--- src/rtl/ext_pkg.sv ---
// Shared definitions for the pipelined immediate extender: extension modes
// and the status flags carried alongside each result.
package ext_pkg;

  localparam logic [1:0] MODE_ZERO    = 2'b00;
  localparam logic [1:0] MODE_SIGN    = 2'b01;
  localparam logic [1:0] MODE_SIGN_SH = 2'b10;
  localparam logic [1:0] MODE_RSVD    = 2'b11;

  typedef struct packed {
    logic err;
    logic ovf;
  } ext_flags_t;

endpackage

--- src/rtl/extensor_pipe_reg_stage.sv ---
// One valid/ready register slice. It refills in the same cycle it drains, so
// a chain of these sustains one transfer per cycle.
module pipe_reg_stage #(
  parameter int W = 8
) (
  input  logic         clk,
  input  logic         rst_n,
  input  logic         in_valid,
  output logic         in_ready,
  input  logic [W-1:0] in_data,
  output logic         out_valid,
  input  logic         out_ready,
  output logic [W-1:0] out_data
);

  logic         valid_q;
  logic [W-1:0] data_q;

  assign in_ready  = !valid_q || out_ready;
  assign out_valid = valid_q;
  assign out_data  = data_q;

  always_ff @(posedge clk or negedge rst_n) begin
    if (!rst_n) begin
      valid_q <= 1'b0;
      data_q  <= '0;
    end else if (in_valid && in_ready) begin
      valid_q <= 1'b1;
      data_q  <= in_data;
    end else if (out_ready) begin
      valid_q <= 1'b0;
    end
  end

endmodule

--- src/rtl/extensor_pipe.sv ---
// Two-stage immediate extender: stage 1 extends and flags, stage 2 applies the
// optional left shift. Keeps a saturating count of overflowing results.
module extensor_pipe
  import ext_pkg::*;
#(
  parameter int IN_W  = 3,
  parameter int OUT_W = 8,
  parameter int SH_W  = 3,
  parameter int CNT_W = 8
) (
  input  logic             clk,
  input  logic             rst_n,
  input  logic             in_valid,
  output logic             in_ready,
  input  logic [IN_W-1:0]  in_data,
  input  logic [1:0]       in_mode,
  input  logic [SH_W-1:0]  in_shamt,
  output logic             out_valid,
  input  logic             out_ready,
  output logic [OUT_W-1:0] out_data,
  output logic             out_ovf,
  output logic             out_err,
  input  logic             cnt_clr,
  output logic [CNT_W-1:0] ovf_count
);

  localparam int MAX_SH = (1 << SH_W) - 1;

  typedef struct packed {
    logic [OUT_W-1:0] data;
    logic [SH_W-1:0]  shamt;
    ext_flags_t       flags;
  } s1_t;

  typedef struct packed {
    logic [OUT_W-1:0] data;
    ext_flags_t       flags;
  } s2_t;

  s1_t  s1_d, s1_q;
  s2_t  s2_d, s2_q;
  logic s1_valid, s2_ready;

  // Overflow is known before the shift: the shamt bits below the sign must
  // all match it, otherwise significant bits or the sign would be lost.
  always_comb begin
    s1_d = '0;
    case (in_mode)
      MODE_ZERO: s1_d.data = OUT_W'(in_data);
      MODE_SIGN, MODE_SIGN_SH: begin
        s1_d.data = OUT_W'(in_data);
        for (int i = IN_W; i < OUT_W; i++) s1_d.data[i] = in_data[IN_W-1];
      end
      default: s1_d.flags.err = 1'b1;
    endcase
    if (in_mode == MODE_SIGN_SH) s1_d.shamt = in_shamt;
    for (int j = 1; j <= MAX_SH; j++) begin
      if (SH_W'(j) <= s1_d.shamt && s1_d.data[OUT_W-1-j] != s1_d.data[OUT_W-1])
        s1_d.flags.ovf = 1'b1;
    end
  end

  always_comb begin
    s2_d       = '0;
    s2_d.data  = s1_q.data << s1_q.shamt;
    s2_d.flags = s1_q.flags;
  end

  pipe_reg_stage #(.W($bits(s1_t))) u_s1 (
    .clk       (clk),
    .rst_n     (rst_n),
    .in_valid  (in_valid),
    .in_ready  (in_ready),
    .in_data   (s1_d),
    .out_valid (s1_valid),
    .out_ready (s2_ready),
    .out_data  (s1_q)
  );

  pipe_reg_stage #(.W($bits(s2_t))) u_s2 (
    .clk       (clk),
    .rst_n     (rst_n),
    .in_valid  (s1_valid),
    .in_ready  (s2_ready),
    .in_data   (s2_d),
    .out_valid (out_valid),
    .out_ready (out_ready),
    .out_data  (s2_q)
  );

  assign out_data = s2_q.data;
  assign out_ovf  = s2_q.flags.ovf;
  assign out_err  = s2_q.flags.err;

  always_ff @(posedge clk or negedge rst_n) begin
    if (!rst_n) begin
      ovf_count <= '0;
    end else if (cnt_clr) begin
      ovf_count <= '0;
    end else if (out_valid && out_ready && out_ovf && ovf_count != '1) begin
      ovf_count <= ovf_count + 1'b1;
    end
  end

endmodule

--- config.mk ---
export PLATFORM = sky130hd
export DESIGN_NAME = extensor_pipe
export DESIGN_NICKNAME = d
export VERILOG_FILES = /design/src/rtl/ext_pkg.sv /design/src/rtl/extensor_pipe_reg_stage.sv /design/src/rtl/extensor_pipe.sv
export SDC_FILE = /design/constraint.sdc
export NUM_CORES = 1
export LEC_CHECK = 0
export CAP_MARGIN = 25
export CORE_UTILIZATION = 40
export CTS_CLUSTER_DIAMETER = 80
export DETAILED_ROUTE_END_ITERATION = 8
export PLACE_DENSITY_LB_ADDON = 0.2
export SLEW_MARGIN = 25
export SYNTH_ARGS = -nofsm -noshare
export SYNTH_HDL_FRONTEND = slang
export SYNTH_SLANG_ARGS = --single-unit
--- constraint.sdc ---
create_clock -name clk -period 3.14 [get_ports clk]
set_input_delay 0.785 -clock clk [delete_from_list [all_inputs] [get_ports clk]]
set_output_delay 0.785 -clock clk [all_outputs]
set_load 0.05 [all_outputs]
## Word-level counts from Yosys, hierarchy flattened

Cells that the tools add are included.

| word-level totals | value |
|---|---|
| input port bits | 13 |
| register bits after elaboration | 33 |
| logic and storage cells | 62 |
| output and inout bits | 20 |

| operators by class | value |
|---|---|
| magnitude comparators | 7 |
| reduce and logical (&&, ||, !) cells | 22 |
| shift operators | 1 |
| add/subtract/negate cells | 1 |
| multiplexer cells | 16 |
| equal/unequal tests | 10 |

Operators by type and width:

| cell | number |
|---|---|
| $mux 8 | 2 |
| $pmux 8 s2 | 1 |
| $le 3x3->1 const A | 4 |
| $logic_and 1x1->1 | 12 |
| $mux 1 | 12 |
| $add 8x1->8 const B | 1 |
| $ne 8x8->1 const B | 1 |
| $shl 8x3->8 | 1 |
| $ne 1x1->1 | 7 |
| $le 2x3->1 const A | 2 |
| $reduce_bool 2->1 | 3 |
| $le 1x3->1 const A | 1 |
| $mux 3 | 1 |
| $reduce_or 3->1 | 1 |
| $eq 2x1->1 const B | 1 |
| $eq 2x2->1 const B | 1 |
| $logic_not 1->1 | 2 |
| $logic_not 2->1 | 1 |
| $logic_or 1x1->1 | 2 |
| $reduce_or 2->1 | 1 |

## Longest topological paths before layout

Gate-level depths: netlist (run 1).

| depth | value |
|---|---|
| depth after elaboration | 12 |
| mapped depth | 6 |
| depth with buffers taken out | 6 |

## Hierarchy

From an unflattened synthesis (run 1), not the netlist that was laid out.

| unflattened totals | value |
|---|---|
| cell total of the unflattened synthesis | 159 |
| area, all modules | 1,924.3 sq um |

By module, submodules not included:

| module | instances | cells an instance | seq. area each (sq um) | area an instance (sq um) |
|---|---|---|---|---|
| extensor_pipe | 1 | 104 | 200.2 | 872.1 |
| pipe_reg_stage at u_s1 | 1 | 31 | 350.3 | 586.8 |
| pipe_reg_stage at u_s2 | 1 | 24 | 275.3 | 465.4 |

## Least setup slack after synthesis (run 1)

Ideal clock, no wire load.

| timing path | value |
|---|---|
| path kind | input to register |
| start point | input out_ready |
| end point | register u_s1.data_q[1] (netlist: u_s1.out_data[1]) |
| required time | 3.015 ns |
| setup time | 0.125 ns |
| stages on the path | 3 |
| path buffers | 0 |
| arrival | 1.987 ns |
| slack | 1.028 ns |
| cells stage by stage | nand3b_1 nand2_1 mux2_2 |

| between the ends | value |
|---|---|
| longest elaborated chain between the ends | 3 |

Ends and longest elaborated chain:

| item | RTL line | RTL |
|---|---|---|
| start, declared | extensor_pipe.sv:19 | `input logic out_ready,` |
| $logic_or 1x1->1 (2 in series) | extensor_pipe_reg_stage.sv:19 | `assign in_ready = !valid_q \|\| out_ready;` |
| $logic_and 1x1->1 | extensor_pipe_reg_stage.sv:27 | `end else if (in_valid && in_ready) begin` |
| end signal, assigned | extensor_pipe_reg_stage.sv:29 | `data_q <= in_data;` |
| end, declared | extensor_pipe_reg_stage.sv:17 | `logic [W-1:0] data_q;` |

No other way between the ends.
A chain may end at the register's enable or synchronous reset.

## Worst setup path in the final report (run 1)

| timing path | value |
|---|---|
| start point | input out_ready |
| end point | output in_ready |

| between the ends | value |
|---|---|
| longest elaborated chain between the ends | 2 |

Ends and longest elaborated chain:

| item | RTL line | RTL |
|---|---|---|
| $logic_or 1x1->1 (2 in series) | extensor_pipe_reg_stage.sv:19 |  |
| end, declared | extensor_pipe.sv:14 | `output logic in_ready,` |

No other way between the ends.

==> metrics.txt, run 1 <==
status=finished, final reports clean; Total GRT Usage=16.42%; largest family of logic cells by synthesized area=simple AND/OR/NAND/NOR gates; RePlAce Congestion=0.7522; cell with the most instances after synthesis=nand2_1; Die X=63.88 um; vias per inst=5.232; minimum clock period=2.495 ns; Max-cap violations=0; Switching Share=33.96%; vias in the first global route=1184; nets=210; core area=0.003661 mm^2; syn_area_per_cell=9.632 um^2; Worst Max-Slew Pin Slew=0.5015 ns; Yosys reg bits=29; Final Cycle Share=79.46%; post-placement cell count=233; top post-synthesis cells by area=dfrtp_1 (47%), nand2_1 (7.4%), ha_1 (4.1%); Synth Flop Type=dfrtp_1; Clk pwr share=27.1%; clk sinks=29; fraction of layout instances using a drive strength above 1=7.772%; Mapped Nets=177; CTS Buf Count=5; simple-gate share of the synthesized area=21.16%; Pwr Density=527.0 mW/mm^2; synth warn=0; CTS tree=built; post-synth cell types=37; worst path arrival time=1.71 ns; drc violations=0; mux contribution to synthesized area=4.739%; Die Y=63.88 um; drt pass-1 iters=4; register area=725.7 um^2; Post-Synth XOR/XNOR Area=4.003%; peak supply drop=198.9 uV; Post-CTS Setup Bufs=0; EDFF count, synth=0; RSZ-0062 raised after global routing=no; adder-cell share of the synthesized area=4.085%; multi-input gate area in the final layout=764.5 um^2; endpoints failing hold=0; Layout Skew=0.007970 ns; # IOs=33; largest fanout on the critical path=4; Root Driver=clkbuf_8; row count=22; Ant. Diodes=0; cell accounting for the most synthesized area=dfrtp_1; post-synthesis cell area=0.001531 mm^2; Hold WC Path Type=flip-flop to flip-flop; Die ar.=0.004080 mm^2; initial antenna violation count=0; Internal=689.0 uW; Routed Antenna Nets=0; WL final=2.905 mm; Synth Area in Compound Gates=15.93%; total global routing overflow=0; P_sw=354.3 uW; hold slack=0.4669 ns; Yosys top cell area share=47.39%; crit path capture type=primary output; CTS Buffer Depth=2; H-tree depth=2; Post-CTS Resized=0; FFs w/ async S/R, synth=100.0%; Slew Limit Fails=0; register area share after synthesis=47.39%; Non-Filler Instances=241; Gate Count Post-Synth=159; Buffers on Ports=32; CP startpoint kind=input pin; Worst EP required=2.35 ns; endpoints failing setup=0; slew margin rel.=66.46%; DRT iter0 DRCs=60; first-pass GRT wire length=5.147 mm; layout overhead on the synthesized area=29.25%; pin count of the biggest net entering global routing=30; routed len/inst=12.05 um; LEAKAGE=0.8337 nW; CTS clk-pin slew, worst paths=0.05 ns; Peak Freq=400.8 MHz; sequential share of power=43.5%; post-route setup TNS=0 ns; logic gate share of total power=29.4%; # hold bufs at CTS=0; fill count=353; Detailed Place HPWL=2.253 mm; Commonest cells post-synth=nand2_1 (30), dfrtp_1 (29), nor2_1 (16); routed vias=1261; Worst-Skew Late Latency=0.28 ns; class of the most critical setup path=input pin to primary output; Starting Density=41.83%
## layer usage
metal | GRT usage, % | share of wire (%)
met5 | 0 | 0
met4 | 6.818 | 1.7
met3 | 5.357 | 4.3
met2 | 28.19 | 50
met1 | 18.61 | 44
## final cells by class
| class | instances | area share, % |
|---|---|---|
| Multi-Input combinational cell | 120 | 38.62 |
| Sequential cell | 29 | 36.66 |
| Timing Repair Buffer | 33 | 17.07 |
| Clock buffer | 8 | 4.046 |
| Tap cell | 48 | 3.034 |
| Inverter | 3 | 0.5689 |
## power groups by stage
| stage | clock network, mW | logic [mW] | registers (mW) |
|---|---|---|---|
| after floorplan | 0 | 0.104 | 0.553 |
| after global placement | 0 | 0.305 | 0.458 |
| after detailed placement | 0 | 0.308 | 0.462 |
| after CTS | 0.292 | 0.309 | 0.455 |
| after global routing | 0.313 | 0.328 | 0.462 |
| final | 0.283 | 0.306 | 0.454 |
## registers in the layout, indices dropped and copies added (netlist names)
signal          cells
ovf_count           8
u_s1.out_data       9
u_s1.out_valid      1
u_s2.out_data      10
u_s2.out_valid      1
## placed cells by master, fill, tap and decap left out, types with 4 or more instances in the layout
| cell type | n |
|---|---|
| nand2_1 | 30 |
| o21ai_0 | 8 |
| mux2i_1 | 5 |
| dfrtp_1 | 29 |
| clkbuf_8 | 5 |
| clkdlybuf4s50_1 | 31 |
| xor2_1 | 4 |
| a211oi_1 | 4 |
| nand2b_1 | 7 |
| ha_1 | 5 |
| nor2_1 | 16 |
| a21oi_1 | 5 |
## logic make-up (layout without fill, tap and decap cells)
| kind of cell | count (synthesis) | count (layout) |
|---|---|---|
| simple gates | 68 | 68 |
| compound gates | 33 | 33 |
| flops | 29 | 29 |
| buf+inv | 10 | 44 |
| xor+xnor | 7 | 7 |
| mux | 7 | 7 |
| fa+ha+maj | 5 | 5 |
## critical path, stage by stage
cell	delay [ns]
clkdlybuf4s50_1	0.45
nand3b_1	0.27
buf_12	0.20
## path summary, 6_finish.rpt
check	cells past startpoint	endpoint	from	slack, ns
max	3	in_ready	out_ready	0.64
min	2	u_s2.out_data[1]	u_s1.out_data[1]	0.47
max reg2reg	5	ovf_count[7]	ovf_count[0]	1.58
min reg2reg	2	u_s2.out_data[1]	u_s1.out_data[1]	0.47
max in group asynchronous	2	u_s1.out_data[1]	rst_n	1.98
min in group asynchronous	2	ovf_count[2]	rst_n	0.88
## per-stage QoR
step | worst slack [ns] | instance area (um^2) | utilization, % | power (mW)
final | 0.6449 | 1979 | 54.07 | 1.043
after global routing | 0.5828 | 1979 | 54.07 | 1.104
after CTS | 0.6426 | 1979 | 54.07 | 1.056
after detailed placement | 0.6446 | 1899 | 51.88 | 0.7700
after global placement | 0.6783 | 1899 | 51.88 | 0.7627
after floorplan | 1.028 | 1531 | - | 0.6569
Note: power is estimated with default switching activity, not from simulation.
==> run 2: changes to the inputs <==
==> constraint.sdc (replaced) <==
create_clock -name clk -period 2.5 [get_ports clk]
set_input_delay 0.625 -clock clk [delete_from_list [all_inputs] [get_ports clk]]
set_output_delay 0.625 -clock clk [all_outputs]
set_load 0.05 [all_outputs]
==> metrics.txt, run 2 (synthesized netlist as in run 1, its figures left out) <==
LEAKAGE=0.8431 nW (was 0.8337 nW); drc violations=0 (unchanged); Final Util=54.44% (was 54.07%); Post-CTS Setup Bufs=0 (unchanged); Non-Filler Instances=241 (unchanged); multi-input gate area in the final layout=764.5 um^2 (unchanged); RSZ-0062 raised after global routing=no (unchanged); Buffers on Ports=32 (unchanged); H-tree depth=2 (unchanged); Pwr Density=669.9 mW/mm^2 (was 527.0 mW/mm^2); CP delay by family, top=buffers and inverters (unchanged); Routed Antenna Nets=0 (unchanged); worst path arrival time=1.57 ns (was 1.71 ns); RePlAce Congestion=0.7615 (was 0.7522); met3 global-route usage=5.893% (was 5.357%); vias per inst=5.149 (was 5.232); Layout Skew=0.003907 ns (was 0.007970 ns); layout overhead on the synthesized area=30.15% (was 29.25%); Largest register FFs=10 (unchanged); post-placement cell count=234 (was 233); total global routing overflow=0 (unchanged); Final Cycle Share=87.97%; CP startpoint kind=flip-flop (was input pin); endpoints failing hold=0 (unchanged); most frequent cells in the layout=clkdlybuf4s50_1 (31), nand2_1 (30), dfrtp_1 (29) (unchanged); launch point of the worst path=ovf_count[4] (was out_ready); CP Capture Point=ovf_count[4] (was in_ready); endpoints failing setup=0 (unchanged); Detailed Place HPWL=2.205 mm (was 2.253 mm); minimum clock period=2.199 ns; pin count of the biggest net entering global routing=30 (unchanged); Die X=63.88 um (unchanged); Slew Limit Fails=0 (unchanged); Slowest cell on crit path=clkdlybuf4s50_1 (unchanged); initial antenna violation count=0 (unchanged); Worst-Skew Late Latency=0.28 ns (about the same); CTS Buffer Depth=2 (unchanged); vias in the first global route=1169 (was 1184); core area=0.003661 mm^2 (unchanged); critical path depth in cells=1 (was 3); max incr delay on CP=0.84 ns (was 0.45 ns); # hold bufs at CTS=0 (unchanged); nets=211 (was 210); routed vias=1241 (was 1261); Hold WC Path Type=flip-flop to flip-flop (unchanged); CTS clk-pin slew, worst paths=0.05 ns (about the same); Post-CTS Resized=0 (unchanged); Worst EP required=1.88 ns (was 2.35 ns); CTS Buf Count=5 (unchanged); cells along the critical path=clkdlybuf4s50_1 (was clkdlybuf4s50_1 -> nand3b_1 -> buf_12); Max-cap violations=0 (unchanged); class of the most critical setup path=flip-flop to primary output (was input pin to primary output); Peak Freq=454.7 MHz; status=finished, final reports clean (unchanged); reg2reg end=ovf_count[7] (unchanged); Die ar.=0.004080 mm^2 (unchanged); met2 usage=28.46% (was 28.19%); fraction of layout instances using a drive strength above 1=8.808% (was 7.772%); hold slack=0.4641 ns (was 0.4669 ns); Starting Density=41.83% (unchanged); fill count=339 (was 353); Root Driver=clkbuf_8 (unchanged); routing usage on met1=19.39% (was 18.61%); Ant. Diodes=0 (unchanged); most used routing layer=met2 (unchanged); R2R Setup Slk=0.94 ns (was 1.58 ns); Reg-to-Reg Start=ovf_count[0] (unchanged); # IOs=33 (unchanged); Total GRT Usage=17.11% (was 16.42%); DRT iter0 DRCs=55 (was 60); FF-to-FF path depth=5 (unchanged); clk sinks=29 (unchanged); peak supply drop=264.9 uV (was 198.9 uV); row count=22 (unchanged); slew margin rel.=66.72% (was 66.46%); CP Buf/Inv Count=1 (was 2); crit path capture type=primary output (unchanged); CTS tree=built (unchanged); Worst Max-Slew Pin Slew=0.4977 ns (was 0.5015 ns); Die Y=63.88 um (unchanged); routed len/inst=12.15 um (was 12.05 um); first-pass GRT wire length=5.250 mm (was 5.147 mm); most common cell after layout, fill and taps aside=clkdlybuf4s50_1 (unchanged); drt pass-1 iters=4 (unchanged); register area=725.7 um^2 (unchanged); largest fanout on the critical path=7 (was 4); WL final=2.927 mm (was 2.905 mm); post-route setup TNS=0 ns (unchanged)
-- run 2: cell types whose count changed in the layout (fill, tap and decap cells not counted) --
cell | previous run | this run
buf_4 | 1 | 2
clkbuf_1 | 3 | 1
clkbuf_8 | 5 | 6
-- run 2: final cells by class --
type / count / area share (%)
tap: 48 / 3.013
multi-input combinational: 120 / 38.36
timing repair buffer: 34 / 17.33
inverter: 3 / 0.5650
sequential: 29 / 36.41
clock buffer: 7 / 4.331
-- run 2: layer usage --
| layer | vias to the layer above | wire length (um) |
|---|---|---|
| li1 | 624 | - |
| met1 | 584 | 1350 |
| met2 | 26 | 1367 |
| met3 | 7 | 140 |
| met4 | 0 | 69 |
| met5 | - | 0 |
-- run 2: worst min-delay path by stage --
stage	start	endpoint	depth (start not counted)
2_1_floorplan	rst_n	ovf_count[0]	0
3_3_place_gp	u_s1.out_data[0]	u_s2.out_data[0]	2
3_5_place_dp	u_s1.out_data[0]	u_s2.out_data[0]	2
4_1_cts	u_s1.out_data[0]	u_s2.out_data[0]	2
5_1_grt	u_s1.out_data[1]	u_s2.out_data[1]	2
6_report	u_s1.out_data[0]	u_s2.out_data[0]	2
-- run 2: worst min-delay path, delay by kind of cell (launching register included) --
| family | cells | cell delay, ns |
|---|---|---|
| flops | 1 | 0.34 |
| simple gates | 2 | 0.10 |
-- run 2: report_power, final --
group,switching (mW),total (mW),internal [mW]
combinational,0.239,0.385,0.146
sequential,0.0450,0.569,0.524
clock,0.164,0.381,0.218
-- run 2: through the flow --
step	setup slack, ns	area, um^2	total power [mW]
after global routing	0.2385	1993	1.419
after detailed placement	0.1759	1907	0.9672
after global placement	0.2672	1907	0.9596
after floorplan	0.4846	1531	0.8251
after CTS	0.2844	1993	1.354
final	0.3007	1993	1.335
